**src/rtl/fifo_umbral_pkg.sv**
```systemverilog
// rtl/fifo_umbral_pkg.sv - shared defaults and depth constant for the threshold FIFO
package fifo_umbral_pkg;

    localparam int WORD_SIZE_DEF = 12;
    localparam int ADDR_SIZE_DEF = 3;
    localparam int DEPTH_DEF     = 1 << ADDR_SIZE_DEF;

    typedef enum logic [1:0] {
        OP_IDLE = 2'b00,
        OP_POP  = 2'b01,
        OP_PUSH = 2'b10,
        OP_BOTH = 2'b11
    } fifo_op_e;

endpackage

```
**src/rtl/fifo_umbral_mem_fifo.sv**
```systemverilog
// rtl/fifo_umbral_mem_fifo.sv - FIFO storage: synchronous write, combinational read
module mem_fifo
    import fifo_umbral_pkg::*;
#(
    parameter int WORD_SIZE = WORD_SIZE_DEF,
    parameter int ADDR_SIZE = ADDR_SIZE_DEF
) (
    input  logic                 clk,
    input  logic                 wr_en,
    input  logic [ADDR_SIZE-1:0] wr_addr,
    input  logic [WORD_SIZE-1:0] wr_data,
    input  logic [ADDR_SIZE-1:0] rd_addr,
    output logic [WORD_SIZE-1:0] rd_data
);

    logic [WORD_SIZE-1:0] mem_q [1 << ADDR_SIZE];

    // Contents are never reset; only the pointers define what is valid.
    always_ff @(posedge clk) begin
        if (wr_en) begin
            mem_q[wr_addr] <= wr_data;
        end
    end

    assign rd_data = mem_q[rd_addr];

endmodule

```
**src/rtl/fifo_umbral.sv**
```systemverilog
// rtl/fifo_umbral.sv - threshold FIFO with almost-full/empty flags; FIFO_ERROR_EN adds sticky error
module fifo_umbral
    import fifo_umbral_pkg::*;
#(
    parameter int WORD_SIZE = WORD_SIZE_DEF,
    parameter int ADDR_SIZE = ADDR_SIZE_DEF
) (
    input  logic                 clk,
    input  logic                 reset,
    input  logic                 push,
    input  logic [WORD_SIZE-1:0] data_in,
    input  logic                 pop,
    input  logic [ADDR_SIZE:0]   umbral_af,
    input  logic [ADDR_SIZE:0]   umbral_ae,
    output logic [WORD_SIZE-1:0] data_out,
    output logic                 valid_out,
    output logic                 empty,
    output logic                 full,
    output logic                 almost_full,
    output logic                 almost_empty,
    output logic                 error
);

    localparam logic [ADDR_SIZE:0]   DEPTH_C   = {1'b1, {ADDR_SIZE{1'b0}}};
    localparam logic [ADDR_SIZE:0]   CNT_ONE   = {{ADDR_SIZE{1'b0}}, 1'b1};
    localparam logic [ADDR_SIZE-1:0] PTR_ONE   = {{(ADDR_SIZE-1){1'b0}}, 1'b1};

    logic [ADDR_SIZE-1:0] wr_ptr_q, wr_ptr_d;
    logic [ADDR_SIZE-1:0] rd_ptr_q, rd_ptr_d;
    logic [ADDR_SIZE:0]   count_q, count_d;
    logic [WORD_SIZE-1:0] data_out_q, data_out_d;
    logic                 valid_out_q;
    logic [WORD_SIZE-1:0] rd_data;
    logic                 push_ok, pop_ok;
    fifo_op_e             op;

    assign empty        = (count_q == '0);
    assign full         = (count_q == DEPTH_C);
    assign almost_full  = (count_q >= umbral_af);
    assign almost_empty = (count_q <= umbral_ae);

    // A full FIFO can still take a write when a pop frees the slot on the same edge.
    assign push_ok = push && (!full || pop);
    assign pop_ok  = pop && !empty;
    assign op      = fifo_op_e'({push_ok, pop_ok});

    always_comb begin
        wr_ptr_d   = wr_ptr_q;
        rd_ptr_d   = rd_ptr_q;
        count_d    = count_q;
        data_out_d = data_out_q;
        if (push_ok) begin
            wr_ptr_d = wr_ptr_q + PTR_ONE;
        end
        if (pop_ok) begin
            rd_ptr_d   = rd_ptr_q + PTR_ONE;
            data_out_d = rd_data;
        end
        case (op)
            OP_PUSH: count_d = count_q + CNT_ONE;
            OP_POP:  count_d = count_q - CNT_ONE;
            default: count_d = count_q;
        endcase
    end

    always_ff @(posedge clk or negedge reset) begin
        if (!reset) begin
            wr_ptr_q    <= '0;
            rd_ptr_q    <= '0;
            count_q     <= '0;
            data_out_q  <= '0;
            valid_out_q <= 1'b0;
        end else begin
            wr_ptr_q    <= wr_ptr_d;
            rd_ptr_q    <= rd_ptr_d;
            count_q     <= count_d;
            data_out_q  <= data_out_d;
            valid_out_q <= pop_ok;
        end
    end

    assign data_out  = data_out_q;
    assign valid_out = valid_out_q;

`ifdef FIFO_ERROR_EN
    logic error_q;

    always_ff @(posedge clk or negedge reset) begin
        if (!reset) begin
            error_q <= 1'b0;
        end else if ((push && full && !pop) || (pop && empty)) begin
            error_q <= 1'b1;
        end
    end

    assign error = error_q;
`else
    assign error = 1'b0;
`endif

    mem_fifo #(
        .WORD_SIZE (WORD_SIZE),
        .ADDR_SIZE (ADDR_SIZE)
    ) u_mem (
        .clk     (clk),
        .wr_en   (push_ok),
        .wr_addr (wr_ptr_q),
        .wr_data (data_in),
        .rd_addr (rd_ptr_q),
        .rd_data (rd_data)
    );

endmodule

```
**config.mk**
```make
export PLATFORM = sky130hd
export DESIGN_NAME = fifo_umbral
export DESIGN_NICKNAME = d
export VERILOG_FILES = /design/src/rtl/fifo_umbral_pkg.sv /design/src/rtl/fifo_umbral_mem_fifo.sv /design/src/rtl/fifo_umbral.sv
export SDC_FILE = /design/constraint.sdc
export NUM_CORES = 1
export LEC_CHECK = 0
export ABC_AREA = 1
export BUFFER_PORTS_ARGS = -buffer_cell sky130_fd_sc_hd__buf_2
export CAP_MARGIN = 20
export CORE_ASPECT_RATIO = 0.8
export CORE_MARGIN = 5
export CORE_UTILIZATION = 50
export CTS_CLUSTER_SIZE = 8
export DETAILED_ROUTE_END_ITERATION = 12
export GPL_TIMING_DRIVEN = 0
export PLACE_DENSITY = 0.68
export SETUP_SLACK_MARGIN = 0.2
export SLEW_MARGIN = 40
export SYNTH_ARGS = -nofsm -noshare
export SYNTH_HDL_FRONTEND = slang
export SYNTH_SLANG_ARGS = --single-unit
```
**constraint.sdc**
```tcl
create_clock -name clk -period 2.3 [get_ports clk]
set_input_delay 0.46 -clock clk [delete_from_list [all_inputs] [get_ports clk]]
set_output_delay 0.46 -clock clk [all_outputs]
set_load 0.03 [all_outputs]
```
======== Yosys cells after proc, flatten, opt, wreduce, memory -nomap -nowiden ========
Memories as Yosys holds them, arrays and structs flattened. A register that Yosys moved wholly into a read port is not among the register bits.
Index checks and enable logic that the tools add are counted.
word-level totals
  register bits ........................... 11
  RAM bits ................................ 96
  bits of input ports ..................... 24
  output and inout bits ................... 18
  word-level logic and storage cells ...... 25
  memories ................................ 1
memory list
  memory       depth  width  rd ports  clocked after Yosys merged registers in  wr ports  line                        text
  u_mem.mem_q  8      12     1         1                                        1         fifo_umbral_mem_fifo.sv:16  logic [WORD_SIZE-1:0] mem_q [1 << ADDR_SIZE];
cells by class
  $add $sub $neg .......................... 4
  $lt $le $gt $ge ......................... 2
  eq/ne operators ......................... 3
  muxes and demuxes ....................... 3
  reduce and logical (&&, ||, !) cells .... 8
operators with widths
  operator                                                               count
  4-bit one-hot mux with 2 select lines                                  1
  3-bit by 1-bit adder with 3-bit output, second input constant          2
  4-bit by 1-bit adder with 4-bit output, second input constant          1
  4-bit equality test, second input constant                             1
  4-bit >= comparator                                                    1
  4-bit <= comparator                                                    1
  4-bit zero test                                                        1
  4-bit by 1-bit subtractor with 4-bit output, second input constant     1
  1-bit zero test                                                        3
  2-bit by 1-bit equality test with 1-bit output, second input constant  1
  2-bit equality test, second input constant                             1
  1-bit logical AND                                                      2
  1-bit 2-to-1 mux                                                       2
  2-bit nonzero test                                                     1
  1-bit logical OR                                                       1

======== Depth between registers and ports, before layout ========
  word-level depth ........................ 6
  depth in mapped cells ................... 13
  mapped depth without buffers ............ 12

======== Modules after synthesis ========
From an unflattened synthesis, not the netlist that was laid out.
unflattened totals
  cell total of the unflattened synthesis .. 582
  area total of the unflattened synthesis .. 5,511.5 um^2
modules (own cells, without submodules)
  module       times used  cells an instance  area an instance (um^2)  sequential area each (um^2)
  mem_fifo     1           433                4,239.1                  2,882.8
  fifo_umbral  1           149                1,272.5                  575.6

======== Least setup slack after synthesis ========
No wires, ideal clock.
  path type ............................... flip-flop to flip-flop
  from .................................... register count_q[1]
  to ...................................... register count_q[3]
  setup time .............................. 0.116 ns
  data arrival time ....................... 1.921 ns
  required time ........................... 2.184 ns
  slack ................................... 0.263 ns
  cell stages (with the launch flop) ...... 14
  path buffers ............................ 1
  period minus slack after synthesis ...... 2.037 ns
  cells stage by stage .................... dfrtp_1 > nor2_1 > nand3_1 > nand2_2 > inv_2 > buf_6 > ha_1 > ha_1 > a21oi_1 > nand2_1 > nand2_1 > nand2_1 > nand2_1 > nand2_1
on the way
  elaborated cells between the ends (all ways) .. 13
  classes of those cells .................. 2 x add/sub; 3 x eq/ne; 1 x mux; 7 x reduce/logical
RTL lines
  item                                                                                   line               text
  start, declared                                                                        fifo_umbral.sv:30  logic [ADDR_SIZE:0] count_q, count_d;
  start signal, assigned                                                                 fifo_umbral.sv:76  count_q <= count_d;
  4-bit zero test *                                                                      fifo_umbral.sv:37  assign empty = (count_q == '0);
  1-bit zero test *                                                                      fifo_umbral.sv:44  assign pop_ok = pop && !empty;
  1-bit logical AND *                                                                    fifo_umbral.sv:44
  via pop_ok                                                                             fifo_umbral.sv:34  logic push_ok, pop_ok;
  2-bit by 1-bit equality test with 1-bit output or 2-bit equality test (tied branches)  fifo_umbral.sv:59  case (op)
  4-bit one-hot mux with 2 select lines or 2-bit nonzero test (tied branches)            n/a
Mark *: on every way through the listed nets, which the timed path passes. The rest lies on a longest branch.
A chain may end at the register's enable or synchronous reset.

======== Worst setup path in the final report ========
  from .................................... register count_q[3]
  to ...................................... memory u_mem.mem_q[1][3] (netlist bit) (enable)
on the way
  word-level cells in the longest chain between the ends .. 6
ends and longest elaborated chain
  item                                    line                        text
  4-bit equality test                     fifo_umbral.sv:38           assign full = (count_q == DEPTH_C);
  1-bit zero test                         fifo_umbral.sv:43           assign push_ok = push && (!full || pop);
  1-bit logical OR                        fifo_umbral.sv:43
  1-bit logical AND                       fifo_umbral.sv:43
  1-bit 2-to-1 mux                        fifo_umbral_mem_fifo.sv:20  if (wr_en) begin
  1-bit 2-to-1 mux (implied by the code)  fifo_umbral_mem_fifo.sv:21  mem_q[wr_addr] <= wr_data;
  end, declared                           fifo_umbral_mem_fifo.sv:16
No other way between the ends.

==> impl_metrics.toml <==
[run_status]
status = "completed"

[power_and_ir_drop]
internal_power_mw = 5.327
ir_drop_v = 0.0008033
seqPwrFrac = 0.347
leakage_nw = 2.938
switchingPower_mw = 3.247
p_comb_frac = 0.368
p_clk_frac = 0.284
p_sw_frac = 0.3787
powerDensity_mw_per_mm2 = 1344

[finish]
diodes = 0
drive_gt1_frac = 0.1769
fin_nets = 630
stdcell_area_mm2 = 0.006379
instances_no_fill = 745
syn_to_final_growth_pct = 20.07
final_util = 0.6179

[synthesis]
syn-num-nets = 566
synth.top_cell.area_share = 0.5426
post_synth.cell_area_avg_um2 = 10.06
synth_flop_cell = "edfxtp_1"
synth_edf_count = 96
yosys_warnings = 0
synthCells = 528
yosysMostFrequentCell = "nand2_1"
yosys-top-cells-count = "168 x nand2_1, 96 x edfxtp_1, 94 x inv_1, 78 x nand3_1, 23 x dfrtp_1"
async_flop_share = 0.1933
yosysSeqAreaShare = 0.6510
yosys.cell_types.count = 23
ys_seq_elements = 119
synthTopCellsByArea = "edfxtp_1 54%, nand2_1 12%, dfrtp_1 11%"
synth_top_cell_by_area = "edfxtp_1"
syn_area_mm2 = 0.005313

[timing]
post-route-period-util = 0.9182
hold_viol = 0
slew_headroom = 0.4459
setup_violations = 0
rsz0062_at_grt = "yes"
tightest_slew_ns = 0.8303
finalMaxSlewViolations = 0
period_minus_slack_ns = 2.112
max_freq_ghz = 0.4735
skew_ns = 0.006604
tns_ns = 0
finalWorstSetupSlack_ns = 0.1882

[die]
die_x_um = 125.2
ioPinCount = 42
die_y_um = 102.2
core_mm2 = 0.01032
std_cell_rows = 33
initial_utilization = 0.5147
dieArea_mm2 = 0.01280

[cts]
cts_sinks = 119
cts_tree = "done"
clock_latency_ns = 0.41
htree_num_levels = 4
clk_pin_slew_ns = 0.05
holdBufCountCts = 0
cts_buffer_depth = 2
cts_root_buffer = "clkbuf_16"
cts_buffers = 17

[job]
cap_violations = 0

[setup_path]
cp_slowest_stage_delay_ns = 0.68
crit_slowest_cell = "nor2_2"
path_class = "reg2reg"
required_ns = 2.33
crit_top_cell = "nand2_1"
arrival_ns = 2.15
path_cells = "nand4_1 > nand2_1 > inv_1 > nand2_1 > nor2_2"
crit_family = "simple AND/OR/NAND/NOR gates"
worst-path-max-fanout = 12
crit_path_end_kind = "register"
worstSetupStartpointType = "register"
worst-path-buf-inv = 1

[grt]
grt_max_degree = 24
antenna_found_initial = 0
overflow = 0
grt_pass1_vias = 3478
grt_use_total = 0.2000
grt_pass1_wl_um = 18750

[place]
placed_area_mm2 = 0.005708
place.gp.congestion = 0.8253
port_buffers = 40
hpwl_um = 7704
pre_cts_slack_ns = 0.001906
dp_cells = 708

[drt]
ant_nets = 0
drc = 0
vias_per_cell = 5.055
first_pass_iters = 6
via_count = 3766
totalWireLength_um = 12150
wl_per_cell_um = 16.31
dr.first_iter.drc_count = 388

[hold_path]
worstHoldPathType = "in2async"
logic make-up (layout without fill, tap and decap cells):
group                    Yosys count  after routing  share of synthesized area
adder cells (fa/ha/maj)           14             14                    0.03439
buffers and inverters            117            194                    0.09044
AND/OR/NAND/NOR                  261            261                     0.2051
AO/OA/AOI/OAI                     12             12                    0.01178
flip-flops                       119            119                     0.6510
other                              1              1                  0.0007059
XOR/XNOR                           4              4                   0.006596
path summary, 6_finish.rpt:
kind                             start                end  slack [ns]  depth (start not counted)
setup / recovery            count_q[3]  u_mem.mem_q[1][3]        0.19                          5
hold / removal                   reset        wr_ptr_q[1]        0.02                          1
min in group clk            data_in[5]  u_mem.mem_q[1][5]        0.31                          1
hold reg to reg            data_out[5]        data_out[5]        0.47                          2
max in group asynchronous        reset         count_q[3]        1.90                          1
setup reg to reg            count_q[3]  u_mem.mem_q[1][3]        0.19                          5
cell usage in the layout (no fill, tap or decap), types with 2 or more instances in the layout:
master	n
clkinv_2	3
o21ai_0	6
bufinv_16	2
edfxtp_1	96
a21oi_1	3
inv_2	2
dfrtp_2	3
nor2_4	5
ha_4	3
nor2_2	4
inv_1	94
nand2_1	168
clkbuf_1	4
clkinvlp_4	2
clkbuf_16	17
ha_1	10
dfrtp_1	20
buf_2	50
buf_4	11
xor2_1	3
clkinv_1	6
nand4_1	2
nand3_1	78
metal layers:
layer | part of all wire | GRT usage | wire (um) | vias up
met3 | 0.10 | 0.05329 | 1231 | 16
met4 | 0.012 | 0.07417 | 151 | 0
met1 | 0.44 | 0.2743 | 5325 | 1759
met5 | 0 | 0 | 0 | -
li1 | - | - | - | 1829
met2 | 0.45 | 0.3119 | 5439 | 162
flip-flops by register name, summed over array words and instances, names as in the netlist:
| signal | flops |
|---|---|
| data_out | 12 |
| count_q | 4 |
| u_mem.mem_q | 96 |
| rd_ptr_q | 3 |
| valid_out | 1 |
| wr_ptr_q | 3 |
power by group through the flow:
stage                     Clock, mW  Combinational, mW  Sequential (mW)
after floorplan                   0               1.78             3.19
after global placement            0               2.82             3.00
after detailed placement          0               2.93             3.02
after CTS                      2.44               3.08             2.98
after global routing           2.56               3.49             3.02
final                          2.44               3.16             2.98
per-stage QoR:
| stage | hold slack [ns] | total power [mW] |
|---|---|---|
| floorplan | 0.1644 | 4.968 |
| detailed placement | 0.4592 | 5.946 |
| CTS | 0.03277 | 8.499 |
| global route | 0.06964 | 9.064 |
| global placement | 0.4578 | 5.823 |
| finish | 0.02155 | 8.574 |
area by class of cell:
class,count,area [um^2]
Buffer,20,120.1
Clock buffer,19,432.9
Clock inverter,13,112.6
Fill cell,837,3944
Inverter,97,366.6
Multi-Input combinational cell,292,1463
Sequential cell,119,3462
Tap cell,140,175.2
Timing Repair Buffer,45,246.5
repair_timing:
| action | CTS | global route |
|---|---|---|
| resized for setup | 10 | 9 |
| endpoints found under the setup margin | 89 | 79 |
| pin swaps | 2 | 1 |
| setup buffers | 4 | 1 |
(Power assumes the default switching activity.)
